### config.mk
export PLATFORM = sky130hd
export DESIGN_NAME = spi_pwm_array_flat
export DESIGN_NICKNAME = d
export VERILOG_FILES = /design/src/rtl/spi_pwm_array_if.sv /design/src/rtl/spi_pwm_array.sv /design/src/flat_wrapper.sv
export SDC_FILE = /design/constraint.sdc
export NUM_CORES = 1
export LEC_CHECK = 0
export CELL_PAD_IN_SITES_DETAIL_PLACEMENT = 1
export CELL_PAD_IN_SITES_GLOBAL_PLACEMENT = 2
export CORE_MARGIN = 4
export CORE_UTILIZATION = 39
export DETAILED_ROUTE_END_ITERATION = 16
export PLACE_DENSITY = 0.86
export SYNTH_ARGS = -nofsm -noshare
export SYNTH_HDL_FRONTEND = slang
export SYNTH_SLANG_ARGS = --single-unit
### constraint.sdc
create_clock -name clk -period 2.8 [get_ports clk]
set_input_delay 0.84 -clock clk [delete_from_list [all_inputs] [get_ports clk]]
set_output_delay 0.84 -clock clk [all_outputs]
set_load 0.02 [all_outputs]
### src/rtl/spi_pwm_array_if.sv
// Serial link bundle for spi_pwm_array: sclk/mosi/cs_n come from the pins and
// miso goes back out. The master side drives the link; the PWM array is the slave.
interface spi_pwm_array_if;
    logic sclk;
    logic mosi;
    logic cs_n;
    logic miso;

    modport master (
        output sclk,
        output mosi,
        output cs_n,
        input  miso
    );

    modport slave (
        input  sclk,
        input  mosi,
        input  cs_n,
        output miso
    );
endinterface

### src/rtl/spi_pwm_array.sv
// Multi-channel PWM generator with duty levels loaded over a write-only serial link.
// Frames are ADDR_W address bits then WIDTH level bits, MSB first. Levels land in a
// shadow bank on cs_n release and are copied to the active bank at the end of each
// PWM period, so outputs only change on a period boundary.
// Optional: define SPI_PWM_ARRAY_MISO_EN to drive miso from the shift register MSB
// (daisy-chain support); otherwise miso is tied low.
module spi_pwm_array #(
    parameter int unsigned NUM_CH = 7,
    parameter int unsigned WIDTH  = 8,
    parameter int unsigned ADDR_W = 3
) (
    input  logic                clk,
    input  logic                reset,
    spi_pwm_array_if.slave      spi,
    output logic [NUM_CH-1:0]   pwm_out,
    output logic                period_start,
    output logic                frame_err
);

    localparam int unsigned FrameBits = ADDR_W + WIDTH;
    localparam int unsigned CntW      = $clog2(FrameBits + 2);

    localparam logic [CntW-1:0]  FrameLen = CntW'(FrameBits);
    localparam logic [CntW-1:0]  FrameSat = CntW'(FrameBits + 1);
    // 2^WIDTH-2: the period is one clock short of 2^WIDTH so level all-ones is always high.
    localparam logic [WIDTH-1:0] CntMax   = {{(WIDTH - 1){1'b1}}, 1'b0};

    // Synchroniser stages; cs_n idles high so its flops reset high to avoid a fake edge.
    logic sclk_meta_q, sclk_sync_q, sclk_prev_q;
    logic mosi_meta_q, mosi_sync_q;
    logic cs_meta_q, cs_sync_q, cs_prev_q;

    logic sclk_rise;
    logic cs_rise;
    logic cs_fall;

    logic [FrameBits-1:0] shift_q, shift_d;
    logic [CntW-1:0]      bit_cnt_q, bit_cnt_d;
    logic                 frame_err_q;

    logic [ADDR_W-1:0]    frame_addr;
    logic [WIDTH-1:0]     frame_level;
    logic                 frame_ok;
    logic                 frame_bad;

    logic [WIDTH-1:0]     shadow_q [NUM_CH];
    logic [WIDTH-1:0]     active_q [NUM_CH];

    logic [WIDTH-1:0]     cnt_q, cnt_d;
    logic                 period_start_q;

    // Two-flop synchronisers plus one history flop for edge detection.
    always_ff @(posedge clk) begin
        if (reset) begin
            sclk_meta_q <= 1'b0;
            sclk_sync_q <= 1'b0;
            sclk_prev_q <= 1'b0;
            mosi_meta_q <= 1'b0;
            mosi_sync_q <= 1'b0;
            cs_meta_q   <= 1'b1;
            cs_sync_q   <= 1'b1;
            cs_prev_q   <= 1'b1;
        end else begin
            sclk_meta_q <= spi.sclk;
            sclk_sync_q <= sclk_meta_q;
            sclk_prev_q <= sclk_sync_q;
            mosi_meta_q <= spi.mosi;
            mosi_sync_q <= mosi_meta_q;
            cs_meta_q   <= spi.cs_n;
            cs_sync_q   <= cs_meta_q;
            cs_prev_q   <= cs_sync_q;
        end
    end

    assign sclk_rise = sclk_sync_q & ~sclk_prev_q;
    assign cs_rise   = cs_sync_q & ~cs_prev_q;
    assign cs_fall   = ~cs_sync_q & cs_prev_q;

    assign frame_addr  = shift_q[FrameBits-1 -: ADDR_W];
    assign frame_level = shift_q[WIDTH-1:0];
    assign frame_ok    = cs_rise && (bit_cnt_q == FrameLen) && (32'(frame_addr) < NUM_CH);
    assign frame_bad   = cs_rise && (bit_cnt_q != FrameLen);

    // Shift on sclk rising edges inside a frame; bit count clears on either cs_n edge.
    always_comb begin
        shift_d   = shift_q;
        bit_cnt_d = bit_cnt_q;
        if (cs_rise || cs_fall) begin
            bit_cnt_d = '0;
        end else if (sclk_rise && !cs_sync_q) begin
            shift_d = {shift_q[FrameBits-2:0], mosi_sync_q};
            if (bit_cnt_q != FrameSat) begin
                bit_cnt_d = bit_cnt_q + CntW'(1);
            end
        end
    end

    // Frame receiver state and the error pulse for wrong-length frames.
    always_ff @(posedge clk) begin
        if (reset) begin
            shift_q     <= '0;
            bit_cnt_q   <= '0;
            frame_err_q <= 1'b0;
        end else begin
            shift_q     <= shift_d;
            bit_cnt_q   <= bit_cnt_d;
            frame_err_q <= frame_bad;
        end
    end

    // Shadow bank: written by a well-formed frame addressed to an existing channel.
    always_ff @(posedge clk) begin
        if (reset) begin
            for (int unsigned i = 0; i < NUM_CH; i++) begin
                shadow_q[i] <= '0;
            end
        end else begin
            for (int unsigned i = 0; i < NUM_CH; i++) begin
                if (frame_ok && (frame_addr == ADDR_W'(i))) begin
                    shadow_q[i] <= frame_level;
                end
            end
        end
    end

    assign cnt_d = (cnt_q == CntMax) ? '0 : cnt_q + WIDTH'(1);

    // Period counter; period_start flags the cycles where the counter has wrapped to 0.
    always_ff @(posedge clk) begin
        if (reset) begin
            cnt_q          <= '0;
            period_start_q <= 1'b0;
        end else begin
            cnt_q          <= cnt_d;
            period_start_q <= (cnt_d == '0);
        end
    end

    // Active bank follows the shadow bank once per period, on the last count.
    always_ff @(posedge clk) begin
        if (reset) begin
            for (int unsigned i = 0; i < NUM_CH; i++) begin
                active_q[i] <= '0;
            end
        end else if (cnt_q == CntMax) begin
            for (int unsigned i = 0; i < NUM_CH; i++) begin
                active_q[i] <= shadow_q[i];
            end
        end
    end

    // PWM compare: level L gives L high cycles per period.
    always_comb begin
        pwm_out = '0;
        for (int unsigned i = 0; i < NUM_CH; i++) begin
            pwm_out[i] = (cnt_q < active_q[i]);
        end
    end

    assign period_start = period_start_q;
    assign frame_err    = frame_err_q;

`ifdef SPI_PWM_ARRAY_MISO_EN
    logic miso_q;

    // Registered shift register MSB: replays the incoming stream FrameBits bits later.
    always_ff @(posedge clk) begin
        if (reset) begin
            miso_q <= 1'b0;
        end else begin
            miso_q <= shift_q[FrameBits-1];
        end
    end

    assign spi.miso = miso_q;
`else
    assign spi.miso = 1'b0;
`endif

endmodule

### src/flat_wrapper.sv
// flat-port wrapper written by rule: the top's interface ports become plain ports
module spi_pwm_array_flat 
#(
    parameter int unsigned NUM_CH = 7,
    parameter int unsigned WIDTH  = 8,
    parameter int unsigned ADDR_W = 3
)
  (clk, reset, pwm_out, period_start, frame_err, spi_sclk, spi_mosi, spi_cs_n, spi_miso);
  spi_pwm_array_if spi_i ();
  input  logic clk;
  input  logic reset;
  output logic [NUM_CH-1:0] pwm_out;
  output logic period_start;
  output logic frame_err;
  input wire logic [$bits(spi_i.sclk)-1:0] spi_sclk;
  input wire logic [$bits(spi_i.mosi)-1:0] spi_mosi;
  input wire logic [$bits(spi_i.cs_n)-1:0] spi_cs_n;
  output wire logic [$bits(spi_i.miso)-1:0] spi_miso;
  assign spi_i.sclk = spi_sclk;
  assign spi_i.mosi = spi_mosi;
  assign spi_i.cs_n = spi_cs_n;
  assign spi_miso = spi_i.miso;
  spi_pwm_array #(.NUM_CH(NUM_CH), .WIDTH(WIDTH), .ADDR_W(ADDR_W)) u_core (.clk(clk), .reset(reset), .spi(spi_i), .pwm_out(pwm_out), .period_start(period_start), .frame_err(frame_err));
endmodule
==> impl_metrics.yaml <==
setup_path:
  cpMaxStageDelayCell: "dfxtp_2"
  max_stage_delay_ps: 350
  crit_path_cell_trace: "buf_6 -> ha_4 -> a21o_1 -> a31oi_2 -> o21ai_2 -> a221oi_2 -> buf_4"
  crit_fanout: 3
  critPathArrivalTime_ps: 2010
  cpLargestDelayFamily: "compound AO/OA/AOI/OAI gates"
  endpoint_kind: "output pin"
  critPathRequiredTime_ps: 1960
  cp_num_buf_inv: 2
  crit_type: "reg -> out"
  critPathLaunchType: "flip-flop"
global_route:
  antenna_found_initial: 0
  grt_max_degree: 50
  grt_pass1_wl_microns: 23700
  grt_usage: 0.159
  gr-total-overflow: 0
  grt_pass1_vias: 4627
sta:
  tightestPinTransition_ps: 741
  min_period_over_period: 1.02
  fin_crit_ps: 2850
  fmax_ghz: 0.351
  skew_ps: 5.08
  relSlewSlack: 0.505
  hold_violations: 0
  slew_viol_final: 0
  tns_ps: -168
  final-setup-viol-count: 5
  rsz0062_at_grt: "true"
  setup_ws_ps: -45.1
cts:
  clk_latency_ps: 420
  clkTransAtPathRegs_ps: 60
  cts_sinks: 145
  cts-root-buf: "clkbuf_16"
  htree_num_levels: 4
  cts_buffers: 17
  cts_tree: "yes"
  ctsHoldBuffers: 0
  clock_path_buffers: 2
yosys:
  syn-cell-area_sq_mm: 0.00669
  synth_edf_count: 112
  synth.avg_cell_area_sq_um: 11.7
  postSynthCellCount: 572
  yosysWarnings: 0
  synth_nets: 631
  ys_async_sr_fraction: 0
  synth.yosys.seq_area_share: 0.601
  dominantRegCellSynth: "edfxtp_1"
  ys_types: 42
  ys_ff_latch: 145
floorplanning:
  initial_core_util: 0.401
  die_x_microns: 139
  die_y_microns: 139
  coreArea_sq_mm: 0.0167
  die_area_sq_mm: 0.0193
  std_cell_rows: 47
  pin_count: 15
placement:
  placed_cell_area_sq_mm: 0.00729
  io_buffer_count: 13
  place_hpwl_microns: 9900
  gp_congestion: 0.747
hold_path:
  hold_path_class: "reg -> reg"
power:
  pwr-share-clk: 0.467
  irDropWorstVdd_v: 0.000441
  pwr-share-seq: 0.481
  p_int_mw: 4.00
  netSwitchingFraction: 0.210
  switchingPower_mw: 1.06
  pwr-share-comb: 0.052
  power_per_cell_area_mw_per_mm2: 626
  leakage_nw: 3.36
detailed_routing:
  dr_wl_met3_microns: 417
  dr.pass1.iters: 4
  wl_met2_microns: 8230
  initialDrtViolationCount: 200
  m1WireLength_microns: 5770
  highest_layer: "met4"
  wl_per_cell_microns: 17.4
  vias: 4181
  ant_nets: 0
  wl_microns: 14800
  vias_per_cell: 4.92
  remaining_drc_errors: 0
cells_and_area:
  drive_above_1_share: 0.194
  n_antenna_cell: 0
  multi_input_comb_area_sq_mm: 0.00251
  nets: 675
  ff_latch_area_sq_mm: 0.00403
  postLayoutCellArea_sq_mm: 0.00809
  fin_util: 0.484
  fillCellCount: 1764
  syn2layout_area_growth_pct: 20.9
run_status:
  status: "finished, violations left"
  violations: "negative setup slack"
job:
  maxCapViolCount: 0
-- metal layers --
layer,GRT usage,up-vias
li1,-,2040
met1,0.169,2064
met2,0.302,56
met3,0.0362,21
met4,0.0669,0
met5,0,-
-- through the flow --
stage	worst slack (ps)	hold slack [ps]	total power [mW]	instances
after floorplan	273	389	2.61	572
after global placement	-192	397	2.68	814
after detailed placement	-268	421	2.71	814
after CTS	-156	434	5.09	848
after global routing	-144	446	5.26	849
final	-45.1	423	5.07	849
-- path summary, 6_finish.rpt --
check | startpoint | to | cells after the start | slack [ps]
worst max-delay path | u_core.cnt_q[2] | pwm_out[1] | 7 | -50
worst min-delay path | u_core.cs_meta_q | u_core.cs_sync_q | 1 | 420
worst min register to register | u_core.cs_meta_q | u_core.cs_sync_q | 1 | 420
worst max register to register | u_core.cnt_q[2] | u_core.active_q[0][0] | 8 | 510
-- what timing repair did --
action,in CTS,in global routing
cloned,0,0
buffers inserted,2,1
endpoints found under the setup margin,7,7
pin swaps,24,6
resized for setup,60,20
-- cell families after synthesis --
family	share of synthesized area
buffers and inverters	0.0486
and+or+nand+nor	0.174
adders and majority gates	0.101
xor gates and xnor gates	0.0118
DFF	0.601
AOI/OAI and AO/OA	0.0630
other	0.000561
-- power groups by stage --
stage	logic [mW]	registers [mW]	clock network (mW)
floorplan	0.144	2.47	0
global placement	0.207	2.47	0
detailed placement	0.226	2.48	0
CTS	0.251	2.44	2.40
global route	0.297	2.44	2.52
finish	0.266	2.44	2.37
-- Yosys cell counts, types with 4 or more instances --
master    count  area, sq um
inv_1        62          233
a31oi_1       7         43.8
nand3_1       9         45.0
o21ai_0       7         35.0
a21o_1       15          113
edfxtp_1    112         3360
and2_1       33          206
and3_1        7         43.8
nor2b_1      14         87.6
ha_1         54          676
nand2_1      39          146
nand2b_1     22          138
and2_2       17          128
nor2_1       62          233
a21oi_1      19         95.1
clkbuf_1     10         37.5
a221oi_1      6         52.6
xor2_1        6         52.6
nand4_1       4         25.0
dfxtp_1      33          661
-- cell usage in the layout (no fill, tap or decap), types with 4 or more instances in the layout --
cell type        count
edfxtp_1           112
nor2_1              62
inv_1               58
ha_1                47
nand2_1             39
and2_1              33
dfxtp_1             29
buf_4               27
nand2b_1            22
a21oi_1             18
and2_2              17
clkbuf_16           17
a21o_1              15
nor2b_1             14
nand3_1              9
and3_1               7
ha_4                 7
xor2_1               6
clkdlybuf4s50_1      6
buf_12               6
a221oi_2             5
inv_2                4
nand4_1              4
a31oi_2              4
o21ai_2              4
bufinv_16            4
clkinv_2             4
-- registers in the layout (all words and copies together), names as in the netlist --
signal / flops
u_core.shadow_q: 56
u_core.cnt_q: 8
u_core.bit_cnt_q: 4
u_core.active_q: 56
u_core.mosi_meta_q: 1
u_core.sclk_prev_q: 1
u_core.sclk_meta_q: 1
u_core.frame_err: 1
u_core.sclk_sync_q: 1
u_core.period_start: 1
u_core.cs_prev_q: 1
u_core.mosi_sync_q: 1
u_core.cs_meta_q: 1
u_core.cs_sync_q: 1
u_core.shift_q: 11
-- layout make-up --
cell class              instances  share of cell area
inverters                      62              0.0288
repair buffers                 43              0.0521
multi-input cells             347               0.310
well taps                     220              0.0340
clock inverters                14              0.0232
clock buffers                  18              0.0530
flip-flops and latches        145               0.499
(Power assumes the default switching activity.)
